### src/rtl/piso_if.sv
// Handshake bundle for the piso serializer: N-bit frame in, M-bit words out.
// The slave modport is the serializer's view; master is the frame source/word sink.
interface piso_if #(
    parameter int N = 1344,
    parameter int M = 64
);
    logic         in_valid;
    logic         in_ready;
    logic [N-1:0] in_data;
    logic         out_valid;
    logic         out_ready;
    logic [M-1:0] out_data;
    logic         out_last;

    modport slave (
        input  in_valid,
        input  in_data,
        input  out_ready,
        output in_ready,
        output out_valid,
        output out_data,
        output out_last
    );

    modport master (
        output in_valid,
        output in_data,
        output out_ready,
        input  in_ready,
        input  out_valid,
        input  out_data,
        input  out_last
    );
endinterface

### src/rtl/piso.sv
// Parallel-in serial-out word serializer: one N-bit frame out as N/M words of M bits,
// word 0 first, with a zero-bubble reload on the final beat.
module piso #(
    parameter int N = 1344,
    parameter int M = 64
) (
    input  logic   clk,
    input  logic   rst_n,
    piso_if.slave  bus_io
);
    localparam int WORDS = N / M;
    localparam int CW    = (WORDS > 1) ? $clog2(WORDS) : 1;

    // cnt value of the word just before the last one
    localparam logic [CW-1:0] PRE_LAST = CW'(WORDS - 2);

    typedef enum logic {
        IDLE = 1'b0,
        SEND = 1'b1
    } state_t;

    state_t        state_q;
    logic [CW-1:0] cnt_q;
    logic [CW-1:0] cnt_d;
    logic [N-1:0]  shift_q;
    logic [N-1:0]  shift_d;
    logic [M-1:0]  data_q;
    logic          valid_q;
    logic          last_q;

    logic          beat;
    logic          load;
    logic          in_ready;
    logic [M-1:0]  frame_lo;
    logic [N-1:0]  frame_hi;

    assign beat     = valid_q & bus_io.out_ready;
    assign in_ready = (state_q == IDLE) | (beat & last_q);
    assign load     = bus_io.in_valid & in_ready;

    assign frame_lo = bus_io.in_data[M-1:0];
    assign frame_hi = bus_io.in_data >> M;
    assign cnt_d    = cnt_q + 1'b1;
    assign shift_d  = shift_q >> M;

    always_ff @(posedge clk or negedge rst_n) begin
        if (!rst_n) begin
            state_q <= IDLE;
            cnt_q   <= '0;
            shift_q <= '0;
            data_q  <= '0;
            valid_q <= 1'b0;
            last_q  <= 1'b0;
        end else begin
            unique case (state_q)
                IDLE: begin
                    if (load) begin
                        shift_q <= frame_hi;
                        data_q  <= frame_lo;
                        valid_q <= 1'b1;
                        cnt_q   <= '0;
                        last_q  <= 1'b0;
                        state_q <= SEND;
                    end
                end
                SEND: begin
                    if (beat) begin
                        if (!last_q) begin
                            data_q  <= shift_q[M-1:0];
                            shift_q <= shift_d;
                            cnt_q   <= cnt_d;
                            last_q  <= (cnt_q == PRE_LAST);
                        end else if (load) begin
                            // next frame rides in on the last beat: no bubble
                            shift_q <= frame_hi;
                            data_q  <= frame_lo;
                            valid_q <= 1'b1;
                            cnt_q   <= '0;
                            last_q  <= 1'b0;
                        end else begin
                            data_q  <= '0;
                            valid_q <= 1'b0;
                            cnt_q   <= '0;
                            last_q  <= 1'b0;
                            state_q <= IDLE;
                        end
                    end
                end
                default: state_q <= IDLE;
            endcase
        end
    end

    assign bus_io.in_ready  = in_ready;
    assign bus_io.out_valid = valid_q;
    assign bus_io.out_data  = data_q;
    assign bus_io.out_last  = last_q;
endmodule

### src/flat_wrapper.sv
// flat-port wrapper written by rule: the top's interface ports become plain ports
module piso_flat 
#(
    parameter int N = 1344,
    parameter int M = 64
)
  (clk, rst_n, bus_io_in_valid, bus_io_in_data, bus_io_out_ready, bus_io_in_ready, bus_io_out_valid, bus_io_out_data, bus_io_out_last);
  piso_if #(.N(N), .M(M)) bus_io_i ();
  input  logic clk;
  input  logic rst_n;
  input wire logic [$bits(bus_io_i.in_valid)-1:0] bus_io_in_valid;
  input wire logic [$bits(bus_io_i.in_data)-1:0] bus_io_in_data;
  input wire logic [$bits(bus_io_i.out_ready)-1:0] bus_io_out_ready;
  output wire logic [$bits(bus_io_i.in_ready)-1:0] bus_io_in_ready;
  output wire logic [$bits(bus_io_i.out_valid)-1:0] bus_io_out_valid;
  output wire logic [$bits(bus_io_i.out_data)-1:0] bus_io_out_data;
  output wire logic [$bits(bus_io_i.out_last)-1:0] bus_io_out_last;
  assign bus_io_i.in_valid = bus_io_in_valid;
  assign bus_io_i.in_data = bus_io_in_data;
  assign bus_io_i.out_ready = bus_io_out_ready;
  assign bus_io_in_ready = bus_io_i.in_ready;
  assign bus_io_out_valid = bus_io_i.out_valid;
  assign bus_io_out_data = bus_io_i.out_data;
  assign bus_io_out_last = bus_io_i.out_last;
  piso #(.N(N), .M(M)) u_core (.clk(clk), .rst_n(rst_n), .bus_io(bus_io_i));
endmodule
### config.mk
export PLATFORM = sky130hd
export DESIGN_NAME = piso_flat
export DESIGN_NICKNAME = d
export VERILOG_FILES = /design/src/rtl/piso_if.sv /design/src/rtl/piso.sv /design/src/flat_wrapper.sv
export SDC_FILE = /design/constraint.sdc
export NUM_CORES = 2
export LEC_CHECK = 0
export BUFFER_PORTS_ARGS = -buffer_cell sky130_fd_sc_hd__buf_2
export CORE_AREA = 2 2 558 560
export DETAILED_ROUTE_END_ITERATION = 12
export DIE_AREA = 0 0 560 562
export PLACE_DENSITY_LB_ADDON = 0.08
export SLEW_MARGIN = 20
export SYNTH_ARGS = -nofsm -noshare
export SYNTH_HDL_FRONTEND = slang
export SYNTH_SLANG_ARGS = --single-unit
### constraint.sdc
create_clock -name clk -period 2.1 [get_ports clk]
set_clock_uncertainty 0.1 [all_clocks]
set_input_delay 0.21 -clock clk [delete_from_list [all_inputs] [get_ports clk]]
set_output_delay 0.21 -clock clk [all_outputs]
set_load 0.01 [all_outputs]
==> run_results.csv <==
group,metric,value,unit
worst_setup_path,worstPathMaxFanout,15,
worst_setup_path,cp_data_arrival_time,2.83,ns
routing,drtAntennaViolNets,0,
die,dieArea,315000,um^2
die,num_io_pins,1415,
clocking,cts_buffers,186,
routing,vias,56000,
global_routing,grt-ovfl-total,0,
timing,rsz0062_at_grt,"yes",
pwr,power_frac_comb,13.2,%
die,start_util,19.7,%
yosys,synth-seq-cells,1416,
pwr,p_switching,19.5,mW
place,port_buffers,1414,
pwr,pwr-share-clk,43.1,%
clocking,cts.sinks,1416,
yosys,postSynthCellCount,4740,
timing,tightest_slew,1.12,ns
worst_setup_path,path_class,"reg2reg",
global_routing,grt_pass1_wl,472000,um
timing,relSlewSlack,25.4,%
timing,fmax,0.456,GHz
yosys,synth_xor_area_share,0.0144,%
yosys,yosys_warnings,0,
worst_setup_path,slowest_delay,0.39,ns
cells_and_area,layout_commonest_cell,"dlygate4sd3_1",
pwr,p_seq_share,43.7,%
cells_and_area,final_cell_mix,"1981 x dlygate4sd3_1, 1415 x dfrtp_1, 1411 x buf_2",
clocking,cts-root-buf,"clkbuf_16",
yosys,synth_nets,6089,
global_routing,antenna_found_initial,235,
routing,drc,0,
clocking,cts.clk_slew.worst_paths,0.06,ns
run_status,status,"complete, but fails checks",
timing,finalSetupViolCount,352,
yosys,synth_top_family_by_area,"compound AO/OA/AOI/OAI gates",
cells_and_area,fin_util,33.1,%
timing,slew_violations,0,
pwr,p_sw_share,25.9,%
yosys,synth-simple-area-share,14.0,%
run_status,violations,"setup timing",
global_routing,globalRouteTotalUtil,20.7,%
place,place_area,75000,um^2
pwr,leakage,48.0,nW
pwr,powerDensity,735,nW/um^2
routing,wirelength,340000,um
global_routing,grt_max_degree,109,
yosys,ys_seq_area_share,58.2,%
clocking,clock_latency,0.88,ns
yosys,synthArstFlopShare,100,%
cells_and_area,fill_cells,31700,
routing,via_per_inst,4.44,
routing,firstDrtPassIters,6,
yosys,synth_compound_area_share,21.9,%
cells_and_area,syn_to_final_growth,67.9,%
worst_setup_path,crit_chain,"buf_6, nor2b_4, buf_6, o21ai_4, clkbuf_16, buf_12, buf_16, clkbuf_16, a221o_1",
yosys,ys_types,31,
place,gp_congestion,0.846,
yosys,synth-adder-area-share,0.0206,%
pwr,max-vdd-ir-drop,0.670,mV
cells_and_area,drive_above_1_share,24.9,%
worst_setup_path,cp-start-kind,"flip-flop",
cells_and_area,final_area,102000,um^2
die,fp.dieH,562,um
timing,hold_viol,0,
timing,period_share,104,%
clocking,htree_levels,4,
worst_setup_path,endpoint_kind,"flip-flop",
clocking,cts.path.max_buffers,4,
die,die_w,560,um
worst_setup_path,worst_path_max_delay_cell,"dfrtp_1",
clocking,cts_tree,"done",
die,core,308000,um^2
worst_setup_path,critPathRequiredTime,2.74,ns
yosys,synth_area_per_cell,12.8,um^2
timing,layout_setup_ws,-0.0937,ns
routing,drtIter0Drc,3927,
pwr,p_int,55.7,mW
place,pre_cts_ws,-0.0600,ns
global_routing,grt_pass1_vias,59900,
yosys,synth-main-ff-cell,"dfrtp_1",
cells_and_area,nets,9572,
yosys,synthMuxAreaShare,2.31,%
yosys,synth_edf_count,0,
min_path,hold_path.class,"in2reg",
routing,avgRoutedWirePerCell,27.0,um
die,rows,204,
place,hpwl,255000,um
job,max-cap-violations,0,
yosys,syn_area,60900,um^2
timing,min_period,2.19,ns
## per-layer routing
metal | up-vias | share of wire (%) | routed length [um] | track usage, %
met2 | 1692 | 50 | 170000 | 36.5
met1 | 28100 | 42 | 142000 | 25.5
met5 | - | 0.29 | 1000 | 0
met3 | 567 | 5.4 | 18500 | 4.62
met4 | 156 | 2.5 | 8500 | 5.03
li1 | 25500 | - | - | -
## cell families (layout without fill, tap and decap cells)
group / Yosys count / in the layout
multiplexers: 140 / 140
AO/OA/AOI/OAI: 1357 / 1357
AND/OR/NAND/NOR: 1359 / 1359
flip-flops: 1416 / 1416
buffers and inverters: 466 / 4091
XOR/XNOR: 1 / 1
adder cells (fa/ha/maj): 1 / 1
other: 0 / 112
## critical path: cells and delay by family (launching register included)
kind                   cells  cell delay, ns
buffers and inverters      6            0.98
AOI/OAI and AO/OA          2            0.43
DFF                        1            0.39
and+or+nand+nor            1            0.14
## synth_stat cells (5+ instances only)
| cell type | n | share of area, % |
|---|---|---|
| a21oi_1 | 5 | 0.041 |
| buf_2 | 56 | 0.46 |
| a221o_1 | 1206 | 20 |
| a2bb2oi_1 | 74 | 1.1 |
| dfrtp_1 | 1416 | 58 |
| o2bb2ai_1 | 65 | 0.94 |
| and2_1 | 1270 | 13 |
| clkbuf_1 | 315 | 1.9 |
| buf_6 | 45 | 0.83 |
| mux2i_1 | 138 | 2.3 |
| buf_1 | 48 | 0.30 |
| nand2b_1 | 75 | 0.77 |
## stage by stage
step,std cells,setup TNS [ns],hold slack [ns],power (mW)
2_1_floorplan,4740,0,-0.186,35.4
3_3_place_gp,10100,-0.103,0.0596,39.9
3_5_place_dp,10100,-0.0645,0.0485,40.0
4_1_cts,12400,-26.69,0.000364,76.4
5_1_grt,12600,-32.65,0.0351,78.3
6_report,12600,-11.28,0.0733,75.1
## area by class of cell
type / count / area [um^2] / share of cell area [%]
sequential: 1416 / 35400 / 34.7
timing repair buffer: 3759 / 31900 / 31.2
multi-input combinational: 2858 / 23400 / 22.9
clock buffer: 295 / 5650 / 5.53
tap: 4120 / 5150 / 5.04
clock inverter: 35 / 367 / 0.359
antenna: 112 / 280 / 0.274
inverter: 2 / 7.51 / 0.00735
## repair_timing
| action | CTS | global route |
|---|---|---|
| endpoints found under the setup margin | 4 | 879 |
| hold buffers | 1982 | 0 |
| gates cloned | 3 | 12 |
| hold endpoints to repair | 2712 | 0 |
| setup buffers | 7 | 26 |
| gates resized for setup | 31 | 51 |
| pin swaps | 1 | 54 |
## path summary, 6_finish.rpt
kind / startpoint / end / slack, ns / depth (start not counted)
max in group asynchronous: rst_n / u_core.shift_q[537] / 0.55 / 4
setup / recovery: u_core.bus_io.out_last / u_core.shift_q[1111] / -0.09 / 9
setup reg to reg: u_core.bus_io.out_last / u_core.shift_q[1111] / -0.09 / 9
hold / removal: bus_io_in_data[1210] / u_core.shift_q[1146] / 0.07 / 3
min in group asynchronous: rst_n / u_core.shift_q[706] / 0.58 / 4
hold reg to reg: u_core.shift_q[1316] / u_core.shift_q[1316] / 0.37 / 1
## state kept, by name, indices dropped and copies added (netlist names)
signal and cells:
u_core.bus_io.out_last 1, u_core.shift_q 1344, u_core.state_q 1, u_core.bus_io.out_data 64, u_core.bus_io.out_valid 1, u_core.cnt_q 5
## power by group through the flow
stage	logic (mW)	registers, mW	clock network (mW)
after floorplan	3.31	32.1	0
after global placement	6.57	33.4	0
after detailed placement	6.67	33.4	0
after CTS	10.0	32.9	33.5
after global routing	10.7	33.2	34.5
final	9.89	32.8	32.4
Power figures use the tool's default switching activity.
